### src/rtl/prio_tree_pipe.sv
// Pipelined priority-selection tree for the interrupt controller.
// Reduces each accepted request vector to the winning pending source (index + priority).
// A register stage is inserted every StageLevels tree levels; the stream uses valid/ready.
//
// Ports:
//   i_clk, i_rst_n        clock, asynchronous active-low reset
//   i_flush               synchronous clear of every in-flight entry (wins over stall)
//   i_in_valid/o_in_ready request vector handshake
//   i_pending             per-source pending mask
//   i_prio                per-source priority, source n at [n*PrioBits +: PrioBits]
//   i_threshold           winner must strictly beat this; travels with the vector
//   o_out_valid/i_out_ready result handshake
//   o_out_found           a pending source beating the threshold exists
//   o_out_id, o_out_prio  winner index / priority, both zero when nothing was found
module prio_tree_pipe #(
    parameter int unsigned Width       = 8,
    parameter int unsigned PrioBits    = 4,
    parameter int unsigned IdxBits     = (Width > 1) ? $clog2(Width) : 1,
    parameter bit          Polarity    = 1'b0,
    parameter int unsigned StageLevels = 1
) (
    input  logic                      i_clk,
    input  logic                      i_rst_n,
    input  logic                      i_flush,
    input  logic                      i_in_valid,
    output logic                      o_in_ready,
    input  logic [Width-1:0]          i_pending,
    input  logic [Width*PrioBits-1:0] i_prio,
    input  logic [PrioBits-1:0]       i_threshold,
    output logic                      o_out_valid,
    input  logic                      i_out_ready,
    output logic                      o_out_found,
    output logic [IdxBits-1:0]        o_out_id,
    output logic [PrioBits-1:0]       o_out_prio
);

    localparam int unsigned Depth   = (Width > 1) ? $clog2(Width) : 0;
    localparam int unsigned Leaves  = 1 << Depth;
    localparam int unsigned NStages = (Depth == 0) ? 1 : (Depth + StageLevels - 1) / StageLevels;
    localparam int unsigned Last    = NStages - 1;

    // The left operand always carries the lower index, so the right one only wins when it is
    // pending and strictly better; equal priorities and all-idle pairs keep the lower index.
    function automatic logic take_right(input logic pa, input logic [PrioBits-1:0] a,
                                        input logic pb, input logic [PrioBits-1:0] b);
        if (!pb) return 1'b0;
        if (!pa) return 1'b1;
        return Polarity ? (b < a) : (b > a);
    endfunction

    // Leaves padded to a power of two; pad leaves are idle so they can never be found.
    logic [Leaves-1:0]               w_leaf_pend;
    logic [Leaves-1:0][PrioBits-1:0] w_leaf_prio;
    logic [Leaves-1:0][IdxBits-1:0]  w_leaf_id;

    for (genvar i = 0; i < Leaves; i++) begin : g_leaf
        if (i < Width) begin : g_real
            assign w_leaf_pend[i] = i_pending[i];
            assign w_leaf_prio[i] = i_prio[i*PrioBits +: PrioBits];
        end else begin : g_pad
            assign w_leaf_pend[i] = 1'b0;
            assign w_leaf_prio[i] = '0;
        end
        assign w_leaf_id[i] = IdxBits'(i);
    end

    // Stream control: a stalled output freezes the whole pipe, bubbles included.
    logic [NStages-1:0] r_valid;
    logic               w_stall;

    assign w_stall    = r_valid[Last] && !i_out_ready;
    assign o_in_ready = !w_stall;

    always_ff @(posedge i_clk or negedge i_rst_n) begin
        if (!i_rst_n) begin
            r_valid <= '0;
        end else if (i_flush) begin
            r_valid <= '0;
        end else if (!w_stall) begin
            r_valid[0] <= i_in_valid;
            for (int s = 1; s < NStages; s++) begin
                r_valid[s] <= r_valid[s-1];
            end
        end
    end

    for (genvar s = 0; s < NStages; s++) begin : g_stage
        localparam int unsigned LvBeg = s * StageLevels;
        localparam int unsigned LvEnd = ((s + 1) * StageLevels < Depth) ?
                                        (s + 1) * StageLevels : Depth;
        localparam int unsigned NLv   = LvEnd - LvBeg;
        localparam int unsigned NIn   = Leaves >> LvBeg;
        localparam int unsigned NOut  = Leaves >> LvEnd;

        logic [NOut-1:0]               r_pend;
        logic [NOut-1:0][PrioBits-1:0] r_prio;
        logic [NOut-1:0][IdxBits-1:0]  r_id;
        logic [PrioBits-1:0]           r_thr;
        logic [PrioBits-1:0]           w_thr_in;

        // Level 0 is the stage input; each further level halves the node count.
        for (genvar k = 0; k <= NLv; k++) begin : g_lvl
            localparam int unsigned N = NIn >> k;
            logic [N-1:0]               w_pend;
            logic [N-1:0][PrioBits-1:0] w_prio;
            logic [N-1:0][IdxBits-1:0]  w_id;

            if (k == 0) begin : g_src
                if (s == 0) begin : g_ports
                    assign w_pend = w_leaf_pend;
                    assign w_prio = w_leaf_prio;
                    assign w_id   = w_leaf_id;
                end else begin : g_prev
                    assign w_pend = g_stage[s-1].r_pend;
                    assign w_prio = g_stage[s-1].r_prio;
                    assign w_id   = g_stage[s-1].r_id;
                end
            end else begin : g_red
                for (genvar j = 0; j < N; j++) begin : g_node
                    logic w_sel;
                    assign w_sel = take_right(g_lvl[k-1].w_pend[2*j], g_lvl[k-1].w_prio[2*j],
                                              g_lvl[k-1].w_pend[2*j+1],
                                              g_lvl[k-1].w_prio[2*j+1]);
                    assign w_pend[j] = w_sel ? g_lvl[k-1].w_pend[2*j+1] : g_lvl[k-1].w_pend[2*j];
                    assign w_prio[j] = w_sel ? g_lvl[k-1].w_prio[2*j+1] : g_lvl[k-1].w_prio[2*j];
                    assign w_id[j]   = w_sel ? g_lvl[k-1].w_id[2*j+1]   : g_lvl[k-1].w_id[2*j];
                end
            end
        end

        if (s == 0) begin : g_thr_port
            assign w_thr_in = i_threshold;
        end else begin : g_thr_prev
            assign w_thr_in = g_stage[s-1].r_thr;
        end

        always_ff @(posedge i_clk or negedge i_rst_n) begin
            if (!i_rst_n) begin
                r_pend <= '0;
                r_prio <= '0;
                r_id   <= '0;
                r_thr  <= '0;
            end else if (!w_stall) begin
                r_pend <= g_lvl[NLv].w_pend;
                r_prio <= g_lvl[NLv].w_prio;
                r_id   <= g_lvl[NLv].w_id;
                r_thr  <= w_thr_in;
            end
        end
    end

    // Threshold qualification on the single surviving node; reuses the strict compare.
    logic w_found;

    assign w_found = g_stage[Last].r_pend[0] &&
                     take_right(1'b1, g_stage[Last].r_thr, 1'b1, g_stage[Last].r_prio[0]);

    assign o_out_valid = r_valid[Last];
    assign o_out_found = w_found;
    assign o_out_id    = w_found ? g_stage[Last].r_id[0]   : '0;
    assign o_out_prio  = w_found ? g_stage[Last].r_prio[0] : '0;

endmodule

### config.mk
export PLATFORM = sky130hd
export DESIGN_NAME = prio_tree_pipe
export DESIGN_NICKNAME = d
export VERILOG_FILES = /design/src/rtl/prio_tree_pipe.sv
export SDC_FILE = /design/constraint.sdc
export NUM_CORES = 1
export LEC_CHECK = 0
export ABC_AREA = 1
export CAP_MARGIN = 20
export CORE_ASPECT_RATIO = 1.25
export CORE_UTILIZATION = 55
export CTS_CLUSTER_DIAMETER = 200
export DETAILED_ROUTE_END_ITERATION = 7
export HOLD_SLACK_MARGIN = 0.03
export PLACE_DENSITY = 0.81
export SLEW_MARGIN = 20
export SYNTH_ARGS = -nofsm -noshare
export SYNTH_HDL_FRONTEND = slang
export SYNTH_SLANG_ARGS = --single-unit
### constraint.sdc
create_clock -name i_clk -period 1.85 [get_ports i_clk]
set_input_delay 0.37 -clock i_clk [delete_from_list [all_inputs] [get_ports i_clk]]
set_output_delay 0.37 -clock i_clk [all_outputs]
set_load 0.02 [all_outputs]
== Word level (Yosys, flattened, before mapping) ==
Cells that the tools add are included.

* Bits in writable memories: 0
* Word-level logic and storage cells: 101
* Output and inout port bits: 10
* Bits in read-only memories: 0
* Flip-flop bits (word level): 71
* Memories kept: 0
* Bits in latches: 0

* $lt $le $gt $ge: 8
* Bitwise gates (word level): 0
* Reduce and logical (&&, ||, !) cells: 4
* $mul: 0
* Muxes and demuxes: 67
* Equal/unequal tests: 1
* Add/subtract/negate cells: 0
* Divide/modulo/power cells: 0
* Shifts and indexed selects: 0

{| class="wikitable"
|+ Operator list
! cell !! count
|-
| $mux W1 || 53
|-
| $gt A4 B4 Y1 || 8
|-
| $mux W4 || 8
|-
| $mux W3 || 6
|-
| $logic_and A1 B1 Y1 || 2
|-
| $logic_not A1 Y1 || 2
|-
| $ne A2 B2 Y1 const B || 1
|}

== Longest topological paths before layout ==
Gate-level depths: netlist (run 1).

* Depth after elaboration: 5
* Mapped depth: 13

== Least setup slack after synthesis (run 1) ==
No wires, ideal clock.

* Path kind: register -> output
* Start: register g_stage[2].r_prio[3] (netlist name)
* End: output o_out_id[0]
* Data arrival time: 1.390 ns
* Path slack: 0.090 ns
* Cell stages (with the launch flop): 6
* Path through: dfrtp_1 > ha_1 > nand2_1 > o21ai_0 > nand3_1 > nor2_1

* Word-level cells in the longest chain between the ends: 3

{| class="wikitable"
|+ Ends and longest elaborated chain
! element !! RTL line !! text
|-
| from (decl) || 96 || <nowiki>logic [NOut-1:0][PrioBits-1:0] r_prio;</nowiki>
|-
| from (signal assigned) || 145 || <nowiki>r_prio <= g_lvl[NLv].w_prio;</nowiki>
|-
| $gt A4 B4 Y1 || 48 || <nowiki>return Polarity ? (b < a) : (b > a);</nowiki>
|-
| $logic_and A1 B1 Y1 || 155 || <nowiki>assign w_found = g_stage[Last].r_pend[0] &&</nowiki>
|-
| $mux W3 || 160 || <nowiki>assign o_out_id = w_found ? g_stage[Last].r_id[0] : '0;</nowiki>
|-
| to (decl) || 33 || <nowiki>output logic [IdxBits-1:0] o_out_id,</nowiki>
|}

Every way passes these cells.

== Final worst setup path (run 1) ==
* Start: register g_stage[2].r_prio[1] (netlist name)
* End: output o_out_id[1]

The elaborated chain is that of the path after synthesis.

==> results of run 1 <==
==> power by group <==
part / internal [mW] / switching (mW) / total (mW)
sequential: 1.62 / 0.154 / 1.77
combinational: 0.885 / 1.13 / 2.01
clock: 0.787 / 0.515 / 1.30
==> worst max path at each step <==
stage	to	slack, ns	cells past startpoint	start
after detailed placement	o_out_id[1]	-0.46	6	g_stage[2].r_prio[3]
final	o_out_id[1]	-0.22	6	g_stage[2].r_prio[1]
after global placement	o_out_id[2]	-0.37	6	g_stage[2].r_prio[3]
after floorplan	o_out_id[0]	0.09	5	g_stage[2].r_prio[3]
after global routing	o_out_id[1]	-0.31	7	g_stage[2].r_thr[2]
after CTS	o_out_id[1]	-0.23	6	g_stage[2].r_prio[1]
==> cells in the final DEF (no fill, tap or decap), types with 4 or more instances in the layout <==
| cell type | instances |
|---|---|
| nand2_1 | 170 |
| inv_1 | 96 |
| nand3_1 | 73 |
| dfrtp_1 | 63 |
| clkdlybuf4s50_1 | 48 |
| ha_1 | 29 |
| buf_4 | 25 |
| o21ai_0 | 17 |
| nand2_4 | 13 |
| inv_2 | 10 |
| clkbuf_8 | 10 |
| a21oi_1 | 8 |
| nand2_2 | 7 |
| nor2_1 | 6 |
| o21ai_1 | 4 |
==> flip-flops by register name, indices dropped and copies added, names as in the netlist <==
name / count
g_stage.r_id: 13
g_stage.r_pend: 7
r_valid: 3
g_stage.r_prio: 28
g_stage.r_thr: 12
==> kinds of logic (layout without fill, tap and decap cells) <==
group | count (synthesis) | after routing | synth area share [%]
buffers and inverters | 120 | 201 | 13.1
adder cells (fa/ha/maj) | 32 | 32 | 10.1
AO/OA/AOI/OAI | 36 | 36 | 5.19
flip-flops | 63 | 63 | 39.9
AND/OR/NAND/NOR | 277 | 277 | 31.7
==> layout make-up <==
| type | instances | area (µm²) | share of cell area [%] |
|---|---|---|---|
| clock buffer | 10 | 138 | 2.76 |
| clock inverter | 5 | 82.6 | 1.65 |
| inverter | 106 | 398 | 7.97 |
| multi-input combinational | 345 | 1930 | 38.6 |
| sequential | 63 | 1580 | 31.6 |
| tap | 90 | 113 | 2.26 |
| timing repair buffer | 80 | 756 | 15.1 |
==> stage by stage <==
stage | std cells | hold slack, ns | utilization, % | setup TNS, ns
after floorplan | 528 | 0.0744 | - | 0
after global placement | 684 | 0.404 | 68.0 | -3.97
after detailed placement | 684 | 0.401 | 68.0 | -5.13
after CTS | 699 | 0.0438 | 71.4 | -1.57
after global routing | 699 | 0.0652 | 72.0 | -2.25
final | 699 | 0.0399 | 72.0 | -1.50
==> synth_stat cells <==
master | n | area share [%]
nand2_2 | 6 | 0.95
or2_2 | 1 | 0.16
buf_4 | 6 | 1.1
nand2_4 | 13 | 3.7
inv_2 | 8 | 0.76
buf_6 | 2 | 0.57
nor2_1 | 10 | 0.95
nand2_1 | 171 | 16
a21oi_1 | 9 | 1.1
nand3_1 | 74 | 9.4
buf_2 | 4 | 0.51
buf_8 | 2 | 0.76
o21ai_0 | 18 | 2.3
dfrtp_1 | 63 | 40
ha_1 | 32 | 10
inv_1 | 98 | 9.3
o22ai_2 | 3 | 0.95
a31oi_1 | 2 | 0.32
o21ai_1 | 4 | 0.51
nand4_1 | 1 | 0.16
nor2_2 | 1 | 0.16
==> worst reg2reg max path: stages, from the launching register on <==
cell,delay [ns]
dfrtp_1,0.35
inv_1,0.07
ha_1,0.31
nand2_1,0.09
inv_2,0.04
nand2_1,0.05
nand2_1,0.05
nand2_2,0.07
nand2_4,0.08
nand2_4,0.12
nand2_1,0.07
nand3_1,0.07
nand2_1,0.06
==> layer usage <==
layer,global-route usage [%],part of all wire (%),vias up
met5,0,0,-
met4,9.58,1.6,0
met3,2.55,2.4,8
met2,42.9,52,61
met1,26.6,44,1595
li1,-,-,1788
==> timing repair <==
action | in CTS | in global routing
endpoints found under the hold margin | 0 | 0
cloned | 0 | 0
pin swaps | 7 | 3
endpoints found under the setup margin | 9 | 8
resized for setup | 47 | 13
hold buffers | 0 | 0
==> impl_metrics.json, run 1 <==
{
  "outcome": "finished, violations left",
  "violations": "setup timing",
  "grtUsageTotal_pct": 23.2,
  "setup_violations": 8,
  "fin_crit_sh_pct": 112,
  "chipWidth_um": 77.8,
  "synth_cell_types": 21,
  "area_growth_pct": 26.4,
  "drt_iter0_drc": 158,
  "critPathMaxStageDelay_ns": 0.41,
  "wirelength_um": 7730,
  "viasPerCell": 4.94,
  "port_buffers": 58,
  "regToRegSetupSlack_ns": 0.30,
  "ios": 59,
  "arrival_ns": 1.70,
  "yosysSeqAreaShare_pct": 39.9,
  "final_area_um2": 4990,
  "hold_class": "in -> async",
  "dp_hpwl_um": 5680,
  "irDropWorstVdd_mv": 0.818,
  "worst_ep_required_time_ns": 1.48,
  "initial_core_util_pct": 57.0,
  "clockBufferDepth": 2,
  "ant_nets": 0,
  "cts_tree": "done",
  "synth.avg_cell_area_um2": 7.48,
  "post-place-ws_ns": -0.456,
  "slew_headroom_pct": 64.4,
  "reg2reg_from": "g_stage[0].r_prio[3]",
  "ys_warn_count": 0,
  "final-max-slew-violation-count": 0,
  "grt_pass1_vias": 3429,
  "clockRootBuffer": "clkbuf_8",
  "worst_pin_slew_ns": 0.533,
  "core_area_um2": 6930,
  "grt_pass1_wl_um": 14000,
  "post_drt_wl_per_cell_um": 11.1,
  "syn-num-nets": 609,
  "clk_latency_ns": 0.33,
  "htree_levels": 3,
  "syn_area_um2": 3950,
  "die_h_um": 96.8,
  "path_max_fanout": 8,
  "power_density_nw_per_um2": 1020,
  "crit_type": "reg -> out",
  "antenna_cells": 0,
  "cts_made_buffers": 9,
  "final_nets": 686,
  "rsz0062_at_grt": "yes",
  "clk_pin_slew_ns": 0.07,
  "setup.worst_path.end_class": "output pin",
  "fill_cells": 532,
  "overflow": 0,
  "rr_worst_depth": 12,
  "reg2reg_to": "g_stage[1].r_id[0]",
  "rows": 34,
  "crit_buf_inv": 1,
  "ys_seq_elements": 63,
  "postCtsSetupBuffers": 0,
  "cpLargestDelayFamily": "flip-flops",
  "drive_gt1_share_pct": 14.9,
  "vias": 3452,
  "place_area_um2": 4720,
  "syn_inst": 528,
  "clock.fmax_mhz": 484,
  "power.leakage_nw": 2.74,
  "gp_congestion": 0.861,
  "critPathLaunchType": "flip-flop",
  "path_cells": "ha_4, a21oi_2, o21ai_2, nand3_4, nor2_2, buf_6",
  "cts.sinks": 63,
  "critPathSlowestCell": "dfrtp_1",
  "drtPass1Iterations": 4,
  "grt_antenna_before_repair": 0,
  "setup_slack_ns": -0.216,
  "grt_max_degree": 64,
  "clock_skew_ns": 0.00614,
  "hold_viol": 0,
  "power_mw": 5.09,
  "drv_cap": 0,
  "period_needed_ns": 2.07,
  "drc_errors": 0,
  "die_area_um2": 7530
}
No activity file was read; power rests on OpenSTA's default activity.
==> inputs of run 2 (changes only) <==
==> constraint.sdc (replaced) <==
create_clock -name i_clk -period 1.85 [get_ports i_clk]
set_input_delay 0.37 -clock i_clk [delete_from_list [all_inputs] [get_ports i_clk]]
set_output_delay 0.37 -clock i_clk [all_outputs]
set_load 0.005 [all_outputs]
==> run 2 against run 1 <==
Against the previous run:
- the run still ends with setup timing left
- critical path depth rose by 1
- non-clock buffer count rose by 8
- wire length rose by 8.1%
- total power fell by 0.41%
- combinational power rose by 2%
- critical endpoint is now o_out_prio[0]
==> impl_metrics.json, run 2 (synthesis gave the netlist of run 1 again) <==
{
  "grtUsageTotal_pct": 24.9,
  "dp_hpwl_um": 5920,
  "port_buffers": 58,
  "critPathSlowestCell": "dfrtp_1",
  "drc_errors": 0,
  "wirelength_um": 8360,
  "critPathLaunchType": "flip-flop",
  "vias": 3526,
  "outcome": "finished, violations left",
  "gp_congestion": 0.845,
  "worst_pin_slew_ns": 0.557,
  "cts.sinks": 63,
  "clockBufferDepth": 2,
  "die_h_um": 96.8,
  "grt_pass1_wl_um": 14800,
  "grt_pass1_vias": 3628,
  "top_register": "g_stage.r_prio",
  "drtPass1Iterations": 4,
  "path_cells": "ha_4, nand2_4, o21ai_4, nand3_4, buf_6, nor2_2, buf_2",
  "htree_levels": 3,
  "chipWidth_um": 77.8,
  "viasPerCell": 4.98,
  "clockRootBuffer": "clkbuf_8",
  "cpLargestDelayFamily": "flip-flops",
  "drt_iter0_drc": 133,
  "path_max_fanout": 6,
  "grt_max_degree": 64,
  "rsz0062_at_grt": "yes",
  "irDropWorstVdd_mv": 0.675,
  "grt_antenna_before_repair": 0,
  "clock_skew_ns": 0.00832,
  "power.leakage_nw": 2.79,
  "hold_class": "reg -> reg",
  "violations": "setup timing",
  "reg_top3": "g_stage.r_prio x28, g_stage.r_id x13, g_stage.r_thr x12",
  "core_area_um2": 6930,
  "arrival_ns": 1.79,
  "clock.fmax_mhz": 463,
  "rows": 34,
  "ios": 59,
  "final_common_cell": "nand2_1",
  "crit_buf_inv": 2,
  "instances_no_fill": 708,
  "largest_reg_flops": 28,
  "die_area_um2": 7530,
  "setup_violations": 8,
  "clk_pin_slew_ns": 0.06,
  "final-max-slew-violation-count": 0,
  "clk_latency_ns": 0.34,
  "mostFrequentLayoutCells": "nand2_1, inv_1, nand3_1",
  "post_drt_wl_per_cell_um": 11.8,
  "overflow": 0,
  "crit_type": "reg -> out",
  "drv_cap": 0,
  "hold_viol": 0,
  "setup_slack_ns": -0.308,
  "antenna_cells": 0,
  "critPathMaxStageDelay_ns": 0.42,
  "area_growth_pct": 27.7,
  "worst_ep_required_time_ns": 1.48,
  "setup.worst_path.end_class": "output pin",
  "dp_cells": 686,
  "fin_crit_sh_pct": 117,
  "ant_nets": 0,
  "fin_setup_tns_ns": -2.14,
  "cts_made_buffers": 9,
  "initial_core_util_pct": 57.0,
  "period_needed_ns": 2.16,
  "drive_gt1_share_pct": 16.2,
  "final_nets": 694,
  "power_density_nw_per_um2": 1000,
  "slew_headroom_pct": 62.9,
  "cts_tree": "done"
}
==> run 2: changes by cell type in the layout (fill, tap and decap cells not counted), sizes merged <==
cell | previous run | this run
buf | 31 | 38
bufinv | 2 | 1
clkbuf | 10 | 13
clkinv | 0 | 2
clkinvlp | 3 | 0
dlygate4sd3 | 0 | 1
==> run 2: cell type report <==
type / instances / area, µm²
clock buffers: 13 / 169
fillers: 569 / 1890
multi-input cells: 345 / 1960
clock inverters: 3 / 40.0
flip-flops and latches: 63 / 1580
repair buffers: 88 / 790
well taps: 90 / 113
inverters: 106 / 398
==> run 2: worst reg2reg max path: stages, from the launching register on <==
cell,delay (ns)
dfrtp_1,0.35
inv_1,0.06
ha_1,0.31
nand2_1,0.09
inv_2,0.04
nand2_1,0.05
nand2_1,0.05
nand2_2,0.07
nand2_4,0.08
nand2_4,0.11
nand2_1,0.07
nand3_1,0.07
nand2_1,0.06
==> run 2: what timing repair did <==
| item | 4_1_cts | 5_1_grt |
|---|---|---|
| gates cloned | 0 | 0 |
| endpoints found under the hold margin | 9 | 0 |
| hold buffers | 1 | 0 |
| setup buffers | 5 | 0 |
| pin swaps | 9 | 7 |
| resized for setup | 48 | 8 |
| endpoints found under the setup margin | 9 | 8 |
==> run 2: per-stage QoR <==
stage / power [mW] / area (µm²) / worst slack (ns) / utilization (%) / hold WS [ns]
2_1_floorplan: 2.80 / 3950 / 0.274 / - / 0.0744
3_3_place_gp: 3.44 / 4720 / -0.268 / 68.0 / 0.402
3_5_place_dp: 3.53 / 4720 / -0.402 / 68.0 / 0.400
4_1_cts: 4.98 / 5020 / -0.265 / 72.3 / 0.478
5_1_grt: 5.41 / 5040 / -0.370 / 72.7 / 0.492
6_report: 5.06 / 5040 / -0.308 / 72.7 / 0.473
==> run 2: routing by layer <==
| layer | track usage [%] | vias to the layer above | wire length (µm) |
|---|---|---|---|
| met3 | 3.68 | 13 | 220 |
| met5 | 0 | - | 0 |
| met2 | 46.4 | 70 | 4550 |
| met4 | 12.9 | 0 | 177 |
| met1 | 26.6 | 1645 | 3410 |
| li1 | - | 1798 | - |
==> run 2: final timing paths <==
path | startpoint | slack, ns | to | cells past startpoint
worst min register to register | g_stage[0].r_thr[1] | 0.47 | g_stage[1].r_thr[1] | 2
max in group asynchronous | i_rst_n | 1.02 | g_stage[2].r_prio[3] | 3
worst max register to register | g_stage[1].r_prio[3] | 0.34 | g_stage[2].r_prio[2] | 12
worst max-delay path | g_stage[2].r_prio[2] | -0.31 | o_out_prio[0] | 7
worst min-delay path | g_stage[0].r_thr[1] | 0.47 | g_stage[1].r_thr[1] | 2
min in group asynchronous | i_rst_n | 0.56 | r_valid[2] | 3
==> run 2: power breakdown <==
group / total [mW] / switching, mW / internal, mW / leakage, nW
Clock: 1.22 / 0.496 / 0.728 / 0.109
Combinational: 2.06 / 1.08 / 0.979 / 1.96
Sequential: 1.78 / 0.162 / 1.62 / 0.717
Total: 5.06 / 1.74 / 3.32 / 2.79
==> inputs of run 3 (changes only) <==
--- a/config.mk
+++ b/config.mk
@@ -6,6 +6,7 @@
 export NUM_CORES = 1
 export LEC_CHECK = 0
 export ABC_AREA = 1
+export ABC_CLOCK_PERIOD_IN_PS = 1850
 export CAP_MARGIN = 20
 export CORE_ASPECT_RATIO = 1.25
 export CORE_UTILIZATION = 55
==> results of run 3 <==
Final layout, timing and power as in run 2 (identical DEF).
